File: src/rtl/ch1_sweep_pkg.sv
// Shared types for the channel-1 frequency sweep sequencer.
package ch1_sweep_pkg;

   typedef enum logic [3:0] {
      IDLE,
      LOAD,
      SHIFT_H,
      SHIFT_L,
      CHECK,
      WRITE,
      LOAD2,
      SHIFT2_H,
      SHIFT2_L,
      CHECK2
   } sweep_state_t;

   typedef enum logic {
      SEQ_TICK,
      SEQ_TRIG
   } seq_kind_t;

   // A programmed period of 0 behaves as the longest period.
   localparam int SWEEP_PERIOD_ZERO_RELOAD = 8;

endpackage

File: src/rtl/ch1_sweep_timer.sv
// Sweep period down-counter: reloads from NR10 period (0 counts as 8),
// decrements on each 128 Hz tick and flags expiry on the reload tick.
module ch1_sweep_timer
   import ch1_sweep_pkg::*;
#(
   parameter int SHIFT_W = 3
) (
   input  logic               clk,
   input  logic               apu_reset,
   input  logic               load,
   input  logic               tick,
   input  logic [SHIFT_W-1:0] period,
   output logic               expire
);

   // One extra bit so the zero-period reload value of 8 is representable.
   logic [SHIFT_W:0] timer;
   logic [SHIFT_W:0] reload_val;

   // Reload value with the zero-as-eight rule applied.
   always_comb begin
      reload_val = {1'b0, period};
      if (period == '0) reload_val = (SHIFT_W+1)'(SWEEP_PERIOD_ZERO_RELOAD);
   end

   // A trigger reload swallows a coincident tick.
   assign expire = tick && !load && (timer <= (SHIFT_W+1)'(1));

   // Counter register: trigger reload has priority over tick handling.
   always_ff @(posedge clk) begin
      if (apu_reset) begin
         timer <= '0;
      end else if (load) begin
         timer <= reload_val;
      end else if (tick) begin
         if (timer > (SHIFT_W+1)'(1)) timer <= timer - 1'b1;
         else                         timer <= reload_val;
      end
   end

endmodule

File: src/rtl/ch1_sweep_ctrl.sv
// Channel-1 sweep sequencer: drives load/shift/update strobes for the sweep
// datapath and requests channel disable on adder overflow.
// Optional: define SWEEP_NEG_QUIRK_EN to disable the channel when NR10[3]
// is cleared after a negate-mode calculation (DMG behaviour).
module ch1_sweep_ctrl
   import ch1_sweep_pkg::*;
#(
   parameter int SHIFT_W       = 3,
   parameter int CLK_PER_SHIFT = 2
) (
   input  logic               clk,
   input  logic               apu_reset,
   input  logic               sweep_tick,
   input  logic               ch1_trigger,
   input  logic [SHIFT_W-1:0] sweep_period,
   input  logic               sweep_neg,
   input  logic [SHIFT_W-1:0] sweep_shift,
   input  logic               sum_ovf,
   output logic               ch1_ld_shift,
   output logic               ch1_shift_clk,
   output logic               ch1_freq_upd,
   output logic               ch1_ovf_off,
   output logic               sweep_busy
);

   localparam int LO_W = ($clog2(CLK_PER_SHIFT) < 1) ? 1 : $clog2(CLK_PER_SHIFT);

   sweep_state_t       state, state_nxt;
   seq_kind_t          kind, kind_nxt;
   logic [SHIFT_W-1:0] n_shift, n_nxt;
   logic [SHIFT_W-1:0] rem, rem_nxt;
   logic [LO_W-1:0]    lo_cnt, lo_nxt;
   logic               sweep_en, sweep_en_nxt;
   logic               timer_expire;
   logic               ld_s, clk_s, upd_s, ovf_s;
   logic               ovf_hit;

   ch1_sweep_timer #(.SHIFT_W(SHIFT_W)) u_timer (
      .clk       (clk),
      .apu_reset (apu_reset),
      .load      (ch1_trigger),
      .tick      (sweep_tick),
      .period    (sweep_period),
      .expire    (timer_expire)
   );

   // Subtraction cannot overflow, so the carry only matters when adding.
   assign ovf_hit = !sweep_neg && sum_ovf;

`ifdef SWEEP_NEG_QUIRK_EN
   logic neg_used, neg_used_nxt, neg_q;
   logic quirk_fire;

   assign quirk_fire = neg_q && !sweep_neg && neg_used && sweep_en;

   // Track negate-mode use and the previous NR10[3] for the 1->0 detect.
   always_ff @(posedge clk) begin
      if (apu_reset) begin
         neg_used <= 1'b0;
         neg_q    <= 1'b0;
      end else begin
         neg_used <= neg_used_nxt;
         neg_q    <= sweep_neg;
      end
   end
`endif

   // Sequencer state register.
   always_ff @(posedge clk) begin
      if (apu_reset) begin
         state    <= IDLE;
         kind     <= SEQ_TICK;
         n_shift  <= '0;
         rem      <= '0;
         lo_cnt   <= '0;
         sweep_en <= 1'b0;
      end else begin
         state    <= state_nxt;
         kind     <= kind_nxt;
         n_shift  <= n_nxt;
         rem      <= rem_nxt;
         lo_cnt   <= lo_nxt;
         sweep_en <= sweep_en_nxt;
      end
   end

   // Next-state and strobe decode; trigger overrides everything last.
   always_comb begin
      state_nxt    = state;
      kind_nxt     = kind;
      n_nxt        = n_shift;
      rem_nxt      = rem;
      lo_nxt       = lo_cnt;
      sweep_en_nxt = sweep_en;
      ld_s         = 1'b0;
      clk_s        = 1'b0;
      upd_s        = 1'b0;
      ovf_s        = 1'b0;
`ifdef SWEEP_NEG_QUIRK_EN
      neg_used_nxt = neg_used;
`endif

      case (state)
         IDLE: begin
            if (timer_expire && sweep_en && (sweep_period != '0)) begin
               state_nxt = LOAD;
               kind_nxt  = SEQ_TICK;
               n_nxt     = sweep_shift;
            end
         end
         LOAD, LOAD2: begin
            ld_s    = 1'b1;
            rem_nxt = n_shift;
            if (n_shift == '0) state_nxt = (state == LOAD) ? CHECK : CHECK2;
            else               state_nxt = (state == LOAD) ? SHIFT_H : SHIFT2_H;
         end
         SHIFT_H, SHIFT2_H: begin
            clk_s     = 1'b1;
            lo_nxt    = LO_W'(CLK_PER_SHIFT - 2);
            state_nxt = (state == SHIFT_H) ? SHIFT_L : SHIFT2_L;
         end
         SHIFT_L, SHIFT2_L: begin
            if (lo_cnt != '0) begin
               lo_nxt = lo_cnt - 1'b1;
            end else if (rem == SHIFT_W'(1)) begin
               state_nxt = (state == SHIFT_L) ? CHECK : CHECK2;
            end else begin
               rem_nxt   = rem - 1'b1;
               state_nxt = (state == SHIFT_L) ? SHIFT_H : SHIFT2_H;
            end
         end
         CHECK: begin
`ifdef SWEEP_NEG_QUIRK_EN
            if (sweep_neg) neg_used_nxt = 1'b1;
`endif
            if (ovf_hit) begin
               ovf_s        = 1'b1;
               sweep_en_nxt = 1'b0;
               state_nxt    = IDLE;
            end else if (kind == SEQ_TICK && n_shift != '0) begin
               state_nxt = WRITE;
            end else begin
               state_nxt = IDLE;
            end
         end
         WRITE: begin
            upd_s     = 1'b1;
            state_nxt = LOAD2;
         end
         CHECK2: begin
`ifdef SWEEP_NEG_QUIRK_EN
            if (sweep_neg) neg_used_nxt = 1'b1;
`endif
            if (ovf_hit) begin
               ovf_s        = 1'b1;
               sweep_en_nxt = 1'b0;
            end
            state_nxt = IDLE;
         end
         default: state_nxt = IDLE;
      endcase

`ifdef SWEEP_NEG_QUIRK_EN
      if (quirk_fire) begin
         ld_s         = 1'b0;
         clk_s        = 1'b0;
         upd_s        = 1'b0;
         ovf_s        = 1'b1;
         sweep_en_nxt = 1'b0;
         state_nxt    = IDLE;
      end
`endif

      if (ch1_trigger) begin
         ld_s         = 1'b0;
         clk_s        = 1'b0;
         upd_s        = 1'b0;
         ovf_s        = 1'b0;
         sweep_en_nxt = (sweep_period != '0) || (sweep_shift != '0);
`ifdef SWEEP_NEG_QUIRK_EN
         neg_used_nxt = 1'b0;
`endif
         if (sweep_shift != '0) begin
            state_nxt = LOAD;
            kind_nxt  = SEQ_TRIG;
            n_nxt     = sweep_shift;
         end else begin
            state_nxt = IDLE;
         end
      end
   end

   assign ch1_ld_shift  = ld_s  && !apu_reset;
   assign ch1_shift_clk = clk_s && !apu_reset;
   assign ch1_freq_upd  = upd_s && !apu_reset;
   assign ch1_ovf_off   = ovf_s && !apu_reset;
   assign sweep_busy    = (state != IDLE) && !apu_reset;

endmodule
File: config.mk
export PLATFORM = sky130hd
export DESIGN_NAME = ch1_sweep_ctrl
export DESIGN_NICKNAME = d
export VERILOG_FILES = /design/src/rtl/ch1_sweep_pkg.sv /design/src/rtl/ch1_sweep_timer.sv /design/src/rtl/ch1_sweep_ctrl.sv
export SDC_FILE = /design/constraint.sdc
export NUM_CORES = 1
export LEC_CHECK = 0
export BUFFER_PORTS_ARGS = -buffer_cell sky130_fd_sc_hd__buf_2
export CAP_MARGIN = 30
export CORE_MARGIN = 2
export CORE_UTILIZATION = 50
export DETAILED_ROUTE_END_ITERATION = 8
export PLACE_DENSITY = 0.74
export SYNTH_ARGS = -nofsm -noshare
export SYNTH_HDL_FRONTEND = slang
export SYNTH_SLANG_ARGS = --single-unit
File: constraint.sdc
create_clock -name clk -period 1.9 [get_ports clk]
set_input_delay 0.38 -clock clk [delete_from_list [all_inputs] [get_ports clk]]
set_output_delay 0.38 -clock clk [all_outputs]
set_load 0.02 [all_outputs]
==> results by group <==
Synthesis
  – FFs w/ async S/R, synth: 0%
  – Largest family of logic cells by synthesized area: simple AND/OR/NAND/NOR gates
  – Yosys Warn Count: 0
  – Count leader, synth: nor2_1
  – Top cells by count, synth: 19 x nor2_1, 16 x dfxtp_1, 15 x nand2_1
  – Syn_area_per_cell: 7.47 um^2
  – Syn Nets: 174
  – Number of enable flip-flop cells after synthesis: 0
  – Cells after Synth: 156
  – Post-synth top flop: dfxtp_1
  – Post-synth top area share: 27.5%
  – Mux contribution to synthesized area: 3.54%
  – Synth Area in XOR/XNOR: 0%
  – Synth Register Bits: 16
  – Adder-Cell Fraction of Synth Area: 6.44%
  – Post-synthesis compound-gate area fraction: 20.5%
  – Distinct cells, synth: 43
  – Simple-gate share of the synthesized area: 36.4%
  – Sequential element share of the synthesized area: 27.5%
  – Post-Synthesis Cell Area: 1160 um^2
  – Synth area leader: dfxtp_1
  – Synth top area cells: dfxtp_1 27%, ha_1 6.4%, nor2_1 6.1%

STA
  – Max Clk Rate: 489 MHz
  – Slew @ Worst Pin: 779 ps
  – Worst slew margin: 47.6%
  – Tmin final: 2050 ps
  – Final hold violations: 0
  – Skew final: 12.2 ps
  – RSZ-0062 raised after global routing: yes
  – Fin crit share: 108%
  – Setup TNS Final: -236 ps
  – Final setup margin: -147 ps
  – Final setup fails: 3
  – Fin. max-slew vios: 0

Detailed routing
  – Via count: 1304
  – Drt pass-1 iters: 4
  – Drt via density: 6.09
  – Wire length per cell: 15.7 um
  – Antenna Violating Nets Remaining: 0
  – Routed wire length: 3.36 mm
  – Iter 0 DRT Violations: 48
  – DRC: 0

Pwr
  – Comb pwr share: 33.9%
  – Seq pwr share: 45.2%
  – Psw: 0.284 mW
  – Peak supply drop: 0.552 mV
  – Lkg Pwr: 0.634 nW
  – Switching share of power: 33.3%
  – Share of total power in the clock network: 21.0%
  – Tot Pwr: 0.851 mW
  – Pwr/cell area: 550 nW/um^2
  – Internal: 0.567 mW

Final layout
  – Register Area: 333 um^2
  – Multi-input gate area: 901 um^2
  – Syn-to-layout area delta: 32.9%
  – Fin nets: 206
  – Non-filler cells, final: 214
  – # diodes: 0
  – Layout cells sized above 1: 36.0%
  – Fill cell count: 180

Die
  – Row cnt: 17
  – Core ar.: 2210 um^2
  – Die height: 52.3 um
  – Die width: 52.3 um
  – Die area: 2730 um^2
  – Initial core utilization: 52.7%
  – # IOs: 17

Global route
  – Gr ovfl total: 0
  – Antenna violations before repair: 0
  – First-pass GRT wire length: 4.94 mm
  – Largest net degree at the start of global routing: 12
  – Vias in the first global route: 1163
  – Gr usage total: 24.3%

CTS
  – Clk slew on worst S/H paths: 100 ps
  – # H-tree levels: 1
  – Clock buffer depth: 2
  – # clock sinks: 16
  – CTS tree: built
  – Worst-skew pair later-pin latency: 290 ps
  – CTS Root Buffer Type: clkbuf_4
  – CTS Hold Bufs: 0
  – Clock buffer count from CTS: 3

Placed design
  – Worst slack at placement: -18.9 ps
  – Gpl congestion: 0.829
  – Placed wire-length estimate: 2.27 mm
  – Port bufs: 16
  – Cell total after placement: 206

Worst hold path
  – HP Start: sweep_period[2]
  – HP Class: primary input to flip-flop

Outcome
  – Failing checks: setup timing
  – Run status: finished, violations left

Worst setup path
  – Startpoint types: flip-flop
  – Setup crit end kind: primary output
  – Worst EP arrival: 1670 ps
  – Critical R2R Launch: u_timer.timer[0]
  – CP startpoint: state[0]
  – Worst path required time: 1520 ps
  – Crit Path Class: flip-flop to primary output
  – Worst-path fanout max: 4

Job
  – Max-cap violation count: 0
## state kept, by name, indices dropped and copies added (netlist names)
name           cells
state              4
sweep_en           1
n_shift            3
rem                3
kind               1
u_timer.timer      4
## cell usage in the layout, fill, tap and decap left out, drive strengths merged, types with 3 or more instances in the layout
cell type / n
buf: 34
nor2: 19
nand2: 16
dfxtp: 16
a21oi: 10
nor2b: 9
nor3: 8
inv: 8
o21ai: 7
nand2b: 6
ha: 6
mux2i: 3
o22ai: 3
nand3: 3
clkbuf: 3
nor4: 3
o32ai: 3
## worst max-delay path, cell delays in order (launching register included)
cell and delay [ps]:
dfxtp_2 340, and2b_1 200, mux2i_1 70, or4b_4 500, nor3_2 120, buf_4 160
## final timing paths
| kind | depth (start not counted) | slack, ps | end |
|---|---|---|---|
| setup / recovery | 5 | -150 | ch1_ovf_off |
| hold / removal | 3 | 340 | u_timer.timer[2] |
| setup reg to reg | 7 | -20 | n_shift[2] |
| hold reg to reg | 2 | 490 | rem[1] |
## what timing repair did
| action | CTS | global route |
|---|---|---|
| endpoints found under the setup margin | 6 | 9 |
| pin swaps | 3 | 3 |
| buffers inserted | 3 | 2 |
| gates resized for setup | 16 | 22 |
## area by class of cell
class	count	area share, %
multi-input cells	125	58.2
flip-flops and latches	16	21.5
repair buffers	34	14.3
inverters	8	2.26
well taps	28	2.26
clock buffers	3	1.46
## metal layers
metal / vias to the layer above / GRT usage, % / part of all wire (%)
met2: 60 / 44.3 / 51
li1: 620 / - / -
met1: 618 / 26.8 / 40
met3: 6 / 6.29 / 7.4
met4: 0 / 8.55 / 1.6
met5: - / 0 / 0
## through the flow
stage	utilization, %	area (um^2)	hold slack [ps]
3_3_place_gp	60.9	1350	461
5_1_grt	70.0	1550	364
4_1_cts	65.3	1440	336
3_5_place_dp	60.9	1350	467
2_1_floorplan	-	1170	436
6_report	70.0	1550	337
## power by group through the flow
stage	Clock (mW)	Sequential [mW]	Combinational (mW)
after floorplan	0	0.381	0.159
after CTS	0.180	0.378	0.243
final	0.178	0.384	0.288
after global placement	0	0.384	0.219
after detailed placement	0	0.386	0.230
after global routing	0.198	0.387	0.312
## logic make-up after synthesis
logic type / Yosys count
adder cells (fa/ha/maj): 6
multiplexers: 4
AO/OA/AOI/OAI: 37
flip-flops: 16
AND/OR/NAND/NOR: 78
buffers and inverters: 15
Power figures use the tool's default switching activity.
